===== src/rtl/bram_stream_reader_if.sv =====
// ---------------------------------------------------------------------------
// bram_stream_reader_if
// Signal bundle of the BRAM stream reader: request channel, output stream
// channel and the BRAM master port. The "master" modport is the reader's
// view; the "slave" modport is the view of whatever surrounds it (request
// source, stream consumer and BRAM).
// ---------------------------------------------------------------------------
interface bram_stream_reader_if #(
   parameter int DATA_BITW = 32,
   parameter int ADDR_BITW = 32,
   parameter int LEN_BITW  = 16
);
   // request channel
   logic                   ReqValid_SI;
   logic                   ReqReady_SO;
   logic [ADDR_BITW-1:0]   ReqAddr_DI;
   logic [LEN_BITW-1:0]    ReqLen_DI;
   // output stream
   logic                   OutValid_SO;
   logic                   OutReady_SI;
   logic [DATA_BITW-1:0]   OutData_DO;
   logic                   OutLast_SO;
   logic                   Busy_SO;
   // BRAM port
   logic                   Bram_Clk_CO;
   logic                   Bram_Rst_RO;
   logic                   Bram_En_SO;
   logic [ADDR_BITW-1:0]   Bram_Addr_SO;
   logic [DATA_BITW-1:0]   Bram_Wr_DO;
   logic [DATA_BITW/8-1:0] Bram_WrEn_SO;
   logic [DATA_BITW-1:0]   Bram_Rd_DI;

   modport master (
      input  ReqValid_SI, ReqAddr_DI, ReqLen_DI, OutReady_SI, Bram_Rd_DI,
      output ReqReady_SO, OutValid_SO, OutData_DO, OutLast_SO, Busy_SO,
             Bram_Clk_CO, Bram_Rst_RO, Bram_En_SO, Bram_Addr_SO,
             Bram_Wr_DO, Bram_WrEn_SO
   );

   modport slave (
      output ReqValid_SI, ReqAddr_DI, ReqLen_DI, OutReady_SI, Bram_Rd_DI,
      input  ReqReady_SO, OutValid_SO, OutData_DO, OutLast_SO, Busy_SO,
             Bram_Clk_CO, Bram_Rst_RO, Bram_En_SO, Bram_Addr_SO,
             Bram_Wr_DO, Bram_WrEn_SO
   );
endinterface


===== src/rtl/bram_stream_reader.sv =====
// ---------------------------------------------------------------------------
// bram_stream_reader
// Takes one burst request (byte start address, word count), reads the words
// from a BRAM slave and streams them out on valid/ready with a last flag.
// A credit counter bounds the reads in flight to the depth of the output
// FIFO, so BRAM latency and downstream backpressure are absorbed without an
// overflow path.
//
// Build option: define BRAM_STREAM_READER_OUTREG_EN when the BRAM output
// register is enabled (read latency 2, FIFO depth 4). Default: latency 1,
// FIFO depth 3.
// ---------------------------------------------------------------------------
module bram_stream_reader #(
   parameter int DATA_BITW = 32,
   parameter int ADDR_BITW = 32,
   parameter int LEN_BITW  = 16
) (
   input  logic                  Clk_CI,
   input  logic                  Rst_RBI,
   bram_stream_reader_if.master  bus
);

`ifdef BRAM_STREAM_READER_OUTREG_EN
   localparam int RD_LAT = 2;
`else
   localparam int RD_LAT = 1;
`endif
   localparam int D      = RD_LAT + 2;
   localparam int BYTES  = DATA_BITW / 8;
   localparam int CNT_W  = $clog2(D + 1);

   typedef enum logic [1:0] {
      IDLE  = 2'd0,
      ISSUE = 2'd1,
      DRAIN = 2'd2
   } state_t;

   state_t                 state_r;
   state_t                 state_s;
   logic [ADDR_BITW-1:0]   addr_r;
   logic [LEN_BITW-1:0]    remain_r;
   logic [CNT_W-1:0]       credit_r;
   logic [CNT_W-1:0]       fifo_cnt_r;
   logic [CNT_W-1:0]       wr_idx_s;
   logic [RD_LAT-1:0]      vld_pipe_r;
   logic [RD_LAT-1:0]      last_pipe_r;
   logic [DATA_BITW-1:0]   fifo_data_r [D];
   logic [D-1:0]           fifo_last_r;
   logic                   ready_r;
   logic                   busy_r;
   logic                   accept_s;
   logic                   issue_s;
   logic                   issue_last_s;
   logic                   push_s;
   logic                   pop_s;
   logic                   out_valid_s;

   // Handshake decode shared by the FSM and the datapath
   always_comb begin
      out_valid_s = (fifo_cnt_r != CNT_W'(0));
      pop_s       = out_valid_s & bus.OutReady_SI;
      accept_s    = ready_r & bus.ReqValid_SI;
      push_s      = vld_pipe_r[RD_LAT-1];
      if (pop_s) begin
         wr_idx_s = fifo_cnt_r - CNT_W'(1);
      end else begin
         wr_idx_s = fifo_cnt_r;
      end
   end

   // FSM state register
   always_ff @(posedge Clk_CI or negedge Rst_RBI) begin
      if (!Rst_RBI) begin
         state_r <= IDLE;
      end else begin
         state_r <= state_s;
      end
   end

   // FSM next-state logic
   always_comb begin
      state_s = state_r;
      case (state_r)
         IDLE: begin
            if (accept_s && (bus.ReqLen_DI != LEN_BITW'(0))) begin
               state_s = ISSUE;
            end else begin
               state_s = IDLE;
            end
         end
         ISSUE: begin
            if (issue_last_s) begin
               state_s = DRAIN;
            end else begin
               state_s = ISSUE;
            end
         end
         DRAIN: begin
            if (pop_s && fifo_last_r[0]) begin
               state_s = IDLE;
            end else begin
               state_s = DRAIN;
            end
         end
         default: state_s = IDLE;
      endcase
   end

   // FSM outputs: read enables while credits remain
   always_comb begin
      issue_s      = 1'b0;
      issue_last_s = 1'b0;
      case (state_r)
         ISSUE: begin
            issue_s      = (credit_r < CNT_W'(D));
            issue_last_s = issue_s && (remain_r == LEN_BITW'(1));
         end
         default: begin
            issue_s      = 1'b0;
            issue_last_s = 1'b0;
         end
      endcase
   end

   // Burst address and remaining-word bookkeeping
   always_ff @(posedge Clk_CI or negedge Rst_RBI) begin
      if (!Rst_RBI) begin
         addr_r   <= '0;
         remain_r <= '0;
      end else if ((state_r == IDLE) && accept_s) begin
         addr_r   <= bus.ReqAddr_DI & ~ADDR_BITW'(BYTES - 1);
         remain_r <= bus.ReqLen_DI;
      end else if (issue_s) begin
         addr_r   <= addr_r + ADDR_BITW'(BYTES);
         remain_r <= remain_r - LEN_BITW'(1);
      end
   end

   // Credits: reads issued and not yet popped
   always_ff @(posedge Clk_CI or negedge Rst_RBI) begin
      if (!Rst_RBI) begin
         credit_r <= '0;
      end else begin
         case ({issue_s, pop_s})
            2'b10:   credit_r <= credit_r + CNT_W'(1);
            2'b01:   credit_r <= credit_r - CNT_W'(1);
            default: credit_r <= credit_r;
         endcase
      end
   end

   // Valid/last tags travelling alongside the BRAM read latency
   always_ff @(posedge Clk_CI or negedge Rst_RBI) begin
      if (!Rst_RBI) begin
         vld_pipe_r  <= '0;
         last_pipe_r <= '0;
      end else begin
         vld_pipe_r[0]  <= issue_s;
         last_pipe_r[0] <= issue_last_s;
         for (int i = 1; i < RD_LAT; i++) begin
            vld_pipe_r[i]  <= vld_pipe_r[i-1];
            last_pipe_r[i] <= last_pipe_r[i-1];
         end
      end
   end

   // Shifting FIFO: entry 0 is always the head, so the outputs come straight
   // from flops and hold while the consumer stalls
   always_ff @(posedge Clk_CI or negedge Rst_RBI) begin
      if (!Rst_RBI) begin
         for (int i = 0; i < D; i++) begin
            fifo_data_r[i] <= '0;
         end
         fifo_last_r <= '0;
      end else begin
         for (int i = 0; i < D - 1; i++) begin
            if (push_s && (wr_idx_s == CNT_W'(i))) begin
               fifo_data_r[i] <= bus.Bram_Rd_DI;
               fifo_last_r[i] <= last_pipe_r[RD_LAT-1];
            end else if (pop_s) begin
               fifo_data_r[i] <= fifo_data_r[i+1];
               fifo_last_r[i] <= fifo_last_r[i+1];
            end
         end
         if (push_s && (wr_idx_s == CNT_W'(D - 1))) begin
            fifo_data_r[D-1] <= bus.Bram_Rd_DI;
            fifo_last_r[D-1] <= last_pipe_r[RD_LAT-1];
         end
      end
   end

   // FIFO occupancy
   always_ff @(posedge Clk_CI or negedge Rst_RBI) begin
      if (!Rst_RBI) begin
         fifo_cnt_r <= '0;
      end else begin
         case ({push_s, pop_s})
            2'b10:   fifo_cnt_r <= fifo_cnt_r + CNT_W'(1);
            2'b01:   fifo_cnt_r <= fifo_cnt_r - CNT_W'(1);
            default: fifo_cnt_r <= fifo_cnt_r;
         endcase
      end
   end

   // Registered status: ready held low during reset, busy outside IDLE
   always_ff @(posedge Clk_CI or negedge Rst_RBI) begin
      if (!Rst_RBI) begin
         ready_r <= 1'b0;
         busy_r  <= 1'b0;
      end else begin
         ready_r <= (state_s == IDLE);
         busy_r  <= (state_s != IDLE);
      end
   end

   // Port drive
   always_comb begin
      bus.ReqReady_SO  = ready_r;
      bus.OutValid_SO  = out_valid_s;
      bus.OutData_DO   = fifo_data_r[0];
      bus.OutLast_SO   = fifo_last_r[0];
      bus.Busy_SO      = busy_r;
      bus.Bram_En_SO   = issue_s;
      bus.Bram_Addr_SO = addr_r;
      bus.Bram_Wr_DO   = '0;
      bus.Bram_WrEn_SO = '0;
   end

   assign bus.Bram_Clk_CO = Clk_CI;
   assign bus.Bram_Rst_RO = ~Rst_RBI;

endmodule


===== src/flat_wrapper.sv =====
// flat-port wrapper written by rule: the top's interface ports become plain ports
module bram_stream_reader_flat 
#(
   parameter int DATA_BITW = 32,
   parameter int ADDR_BITW = 32,
   parameter int LEN_BITW  = 16
)
  (Clk_CI, Rst_RBI, bus_ReqValid_SI, bus_ReqAddr_DI, bus_ReqLen_DI, bus_OutReady_SI, bus_Bram_Rd_DI, bus_ReqReady_SO, bus_OutValid_SO, bus_OutData_DO, bus_OutLast_SO, bus_Busy_SO, bus_Bram_Clk_CO, bus_Bram_Rst_RO, bus_Bram_En_SO, bus_Bram_Addr_SO, bus_Bram_Wr_DO, bus_Bram_WrEn_SO);
  bram_stream_reader_if #(.DATA_BITW(DATA_BITW), .ADDR_BITW(ADDR_BITW), .LEN_BITW(LEN_BITW)) bus_i ();
  input  logic Clk_CI;
  input  logic Rst_RBI;
  input wire logic [$bits(bus_i.ReqValid_SI)-1:0] bus_ReqValid_SI;
  input wire logic [$bits(bus_i.ReqAddr_DI)-1:0] bus_ReqAddr_DI;
  input wire logic [$bits(bus_i.ReqLen_DI)-1:0] bus_ReqLen_DI;
  input wire logic [$bits(bus_i.OutReady_SI)-1:0] bus_OutReady_SI;
  input wire logic [$bits(bus_i.Bram_Rd_DI)-1:0] bus_Bram_Rd_DI;
  output wire logic [$bits(bus_i.ReqReady_SO)-1:0] bus_ReqReady_SO;
  output wire logic [$bits(bus_i.OutValid_SO)-1:0] bus_OutValid_SO;
  output wire logic [$bits(bus_i.OutData_DO)-1:0] bus_OutData_DO;
  output wire logic [$bits(bus_i.OutLast_SO)-1:0] bus_OutLast_SO;
  output wire logic [$bits(bus_i.Busy_SO)-1:0] bus_Busy_SO;
  output wire logic [$bits(bus_i.Bram_Clk_CO)-1:0] bus_Bram_Clk_CO;
  output wire logic [$bits(bus_i.Bram_Rst_RO)-1:0] bus_Bram_Rst_RO;
  output wire logic [$bits(bus_i.Bram_En_SO)-1:0] bus_Bram_En_SO;
  output wire logic [$bits(bus_i.Bram_Addr_SO)-1:0] bus_Bram_Addr_SO;
  output wire logic [$bits(bus_i.Bram_Wr_DO)-1:0] bus_Bram_Wr_DO;
  output wire logic [$bits(bus_i.Bram_WrEn_SO)-1:0] bus_Bram_WrEn_SO;
  assign bus_i.ReqValid_SI = bus_ReqValid_SI;
  assign bus_i.ReqAddr_DI = bus_ReqAddr_DI;
  assign bus_i.ReqLen_DI = bus_ReqLen_DI;
  assign bus_i.OutReady_SI = bus_OutReady_SI;
  assign bus_i.Bram_Rd_DI = bus_Bram_Rd_DI;
  assign bus_ReqReady_SO = bus_i.ReqReady_SO;
  assign bus_OutValid_SO = bus_i.OutValid_SO;
  assign bus_OutData_DO = bus_i.OutData_DO;
  assign bus_OutLast_SO = bus_i.OutLast_SO;
  assign bus_Busy_SO = bus_i.Busy_SO;
  assign bus_Bram_Clk_CO = bus_i.Bram_Clk_CO;
  assign bus_Bram_Rst_RO = bus_i.Bram_Rst_RO;
  assign bus_Bram_En_SO = bus_i.Bram_En_SO;
  assign bus_Bram_Addr_SO = bus_i.Bram_Addr_SO;
  assign bus_Bram_Wr_DO = bus_i.Bram_Wr_DO;
  assign bus_Bram_WrEn_SO = bus_i.Bram_WrEn_SO;
  bram_stream_reader #(.DATA_BITW(DATA_BITW), .ADDR_BITW(ADDR_BITW), .LEN_BITW(LEN_BITW)) u_core (.Clk_CI(Clk_CI), .Rst_RBI(Rst_RBI), .bus(bus_i));
endmodule

===== config.mk =====
export PLATFORM = sky130hd
export DESIGN_NAME = bram_stream_reader_flat
export DESIGN_NICKNAME = d
export VERILOG_FILES = /design/src/rtl/bram_stream_reader_if.sv /design/src/rtl/bram_stream_reader.sv /design/src/flat_wrapper.sv
export SDC_FILE = /design/constraint.sdc
export NUM_CORES = 1
export LEC_CHECK = 0
export BUFFER_PORTS_ARGS = -buffer_cell sky130_fd_sc_hd__buf_2
export CORE_ASPECT_RATIO = 1.75
export CORE_MARGIN = 10
export CORE_UTILIZATION = 25
export DETAILED_ROUTE_END_ITERATION = 6
export GPL_TIMING_DRIVEN = 0
export PLACE_DENSITY_LB_ADDON = 0.15
export SYNTH_ARGS = -nofsm -noshare
export SYNTH_HDL_FRONTEND = slang
export SYNTH_SLANG_ARGS = --single-unit

===== constraint.sdc =====
create_clock -name Clk_CI -period 4.9 [get_ports Clk_CI]
set_input_delay 0.98 -clock Clk_CI [delete_from_list [all_inputs] [get_ports Clk_CI]]
set_output_delay 0.98 -clock Clk_CI [all_outputs]
set_load 0.05 [all_outputs]

==> results.md <==
* Initial Util at 25.3%
* VDD IR max at 0.281 mV
* Antenna diodes at 0
* Worst path slowest cell: buf_2
* Post-synthesis sequential area ratio at 47.6%
* Max Transition Viols Final at 0
* Critical path cell sequence: clkbuf_16, clkbuf_16, buf_4, buf_2
* Mean Syn Cell Area at 10.8 sq um
* First-pass GRT wire length at 39.9 mm
* Vias per cell at 4.54
* Outcome: finished, final reports clean
* CP delay by family, top: buffers and inverters
* Yosys reg bits at 155
* CP Buf/Inv Count at 4
* Post_cts resized at 0
* Final setup viols at 0
* Drt initial violations at 197
* Hold Path Class: primary input to asynchronous set/reset pin
* CP startpoint: Clk_CI
* First-pass DRT Iterations at 4
* Critical path class: clock port to output pin
* Final global-route overflow total at 0
* TritonCTS clock tree: yes
* Synth warnings at 0
* Post-Synthesis Cell Area at 0.00815 sq mm
* EDFF count, synth at 0
* Post-CTS Setup Repair Bufs at 0
* Leakage at 0.00470 uW
* Worst r2r src: u_core.fifo_cnt_r[0]$_DFFE_PN0P_
* MaxCap Viol Count at 0
* Row count at 87
* Normalized max-slew margin at 39.6%
* I/O pins at 191
* Layer with the highest usage: met2
* WL per Instance at 18.8 um
* DP Wirelength at 19.6 mm
* Fraction of registers with async set/reset at 100%
* Fraction of layout cells with a size suffix above 1 at 40.1%
* Vias in the first global route at 6607
* Initial antenna violation count at 0
* Most used cell, CP: clkbuf_16
* Synth Instances at 757
* Via count at 6262
* CP arrival at 3.01 ns
* Chip height at 259 um
* Reg clk slew, reported paths at 0.06 ns
* Worst-Margin Slew at 0.906 ns
* Inst Count DP at 1345
* Hold slack at 0.418 ns
* Global Route met1 Usage at 13.2%
* GRT Total Usage at 12.9%
* Post-place instance area at 0.00958 sq mm
* Largest net degree at the start of global routing at 82
* Die Wd at 157 um
* Fillers at 3392
* Slowest stage delay, CP at 0.20 ns
* Setup crit end kind: output pin
* Die Area at 0.0405 sq mm
* CORE AREA at 0.0322 sq mm
* Clk_lat worst skew at 0.55 ns
* Top_reg_cell synth: dfrtp_1
* Non-Filler Instances at 1380
* DRT antenna net count at 0
* Met2 Use GR at 24.1%
* Synth cell types at 53
* WP data required at 3.92 ns
* GRT met3 Usage at 3.50%
* Final nets at 1057
* Area grow syn2layout at 25.9%
* PwrDens at 754 mW/mm^2
* Residual DRC at 0
* Worst Setup Start Kind: clock port
* Setup TNS Final at 0 ns
* Routability Congestion at 0.797
* Fin. Hold Viols at 0
* Cts-stage hold buffer count at 0
* Crit path max fanout at 2
* Unrepaired setup endpoints after global routing: no
* Layout Skew at 0.00884 ns
* Finished Cell Area at 0.0103 sq mm
* Routed WL at 25.9 mm
* Count of buffers from port buffering at 150
-- registers in the layout (all words and copies together), names as in the netlist --
| register | count |
|---|---|
| u_core.last_pipe_r | 1 |
| u_core.fifo_last_r | 3 |
| u_core.push_s | 1 |
| u_core.credit_r | 2 |
| u_core.bus.OutData_DO | 32 |
| u_core.bus.ReqReady_SO | 1 |
| u_core.fifo_cnt_r | 2 |
| u_core.state_r | 2 |
| u_core.bus.Busy_SO | 1 |
| u_core.remain_r | 16 |
| u_core.bus.Bram_Addr_SO | 30 |
| u_core.fifo_data_r | 64 |
-- path summary, 6_finish.rpt --
check                      cells after the start                                  to  slack [ns]
max                                            4                     bus_Bram_Clk_CO        0.91
min                                            1  u_core.fifo_data_r[46]$_DFFE_PN0P_        0.42
max reg2reg                                   10  u_core.fifo_data_r[57]$_DFFE_PN0P_        2.33
min reg2reg                                    1      u_core.credit_r[1]$_DFFE_PN0P_        0.46
max in group asynchronous                      2      u_core.remain_r[3]$_DFFE_PN0N_        3.61
min in group Clk_CI                            1      u_core.credit_r[1]$_DFFE_PN0P_        0.46
-- cells in the mapped netlist, types with 5 or more instances --
library cell | count | share of area (%)
a221o_1 | 9 | 1.1
nand2_1 | 56 | 2.6
o21ai_0 | 25 | 1.5
and3_1 | 8 | 0.61
a21oi_1 | 39 | 2.4
nor2_1 | 54 | 2.5
mux2_2 | 99 | 14
o211ai_1 | 10 | 0.92
clkbuf_1 | 11 | 0.51
nor4_1 | 7 | 0.54
xnor2_1 | 7 | 0.75
a22oi_1 | 12 | 1.1
nand4_1 | 11 | 0.84
buf_4 | 76 | 7.0
buf_2 | 18 | 1.1
nor3_1 | 11 | 0.68
nand3_1 | 22 | 1.4
mux2i_1 | 34 | 4.2
dfrtp_1 | 155 | 48
o311ai_0 | 17 | 1.8
ha_1 | 6 | 0.92
buf_6 | 5 | 0.69
inv_1 | 14 | 0.64
-- cell usage in the layout (no fill, tap or decap), types with 9 or more instances in the layout --
master / n
inv_1: 14
clkbuf_16: 20
a221o_1: 9
mux2i_1: 34
dfrtp_1: 155
buf_4: 76
clkbuf_1: 12
nand4_1: 11
o21ai_0: 25
nor2_1: 54
o311ai_0: 17
mux2_2: 99
buf_2: 167
o211ai_1: 10
nand3_1: 22
nand2_1: 56
a22oi_1: 12
a21oi_1: 39
conb_1: 38
nor3_1: 11
-- through the flow --
stage          setup WS (ns)  total power (uW)  utilization (%)
6_report               0.906              7740             31.9
5_1_grt                0.900              8270             31.9
4_1_cts                0.900              7880             31.9
3_5_place_dp            1.17              6320             29.7
3_3_place_gp          -0.475              6280             29.6
2_1_floorplan           1.30              5300                -
-- routing by layer --
metal  routed length, um  vias up
li1                    -     3046
met1                9730     3015
met2               14300      171
met3                1280       30
met4                 600        0
met5                   0        -
-- power breakdown --
| part | total, uW | internal (uW) | switching, uW |
|---|---|---|---|
| logic | 3820 | 1500 | 2320 |
| registers | 2360 | 1910 | 452 |
| clock network | 1560 | 938 | 624 |
| total | 7740 | 4350 | 3390 |
-- cells by family (layout without fill, tap and decap cells) --
kind of cell               count (synthesis)  after routing  synth area share, %
DFF                                      155            155                 47.6
adders and majority gates                  6              6                0.921
buffers and inverters                    127            313                 10.1
and+or+nand+nor                          194            194                 11.8
muxes                                    133            133                 17.8
AOI/OAI and AO/OA                        131            131                 10.6
other                                      1             38               0.0460
xor gates and xnor gates                  10             10                 1.07
-- area by class of cell --
class | instances | area (sq um) | share of cell area [%]
Clock inverter | 13 | 165 | 1.61
Sequential cell | 155 | 3880 | 37.8
Buffer | 112 | 766 | 7.46
Timing Repair Buffer | 150 | 783 | 7.63
Inverter | 15 | 57.6 | 0.561
Multi-Input combinational cell | 512 | 3590 | 35.0
Clock buffer | 23 | 523 | 5.10
Tap cell | 400 | 500 | 4.88
-- worst reg2reg max path: stages (launching register included) --
cell	delay (ns)
dfrtp_1	0.42
inv_1	0.09
ha_1	0.23
nor2b_1	0.16
buf_2	0.23
nor3_1	0.07
o21ai_1	0.22
clkbuf_1	0.48
buf_2	0.40
nor2_1	0.08
a21oi_1	0.13
No activity file was read; power rests on OpenSTA's default activity.
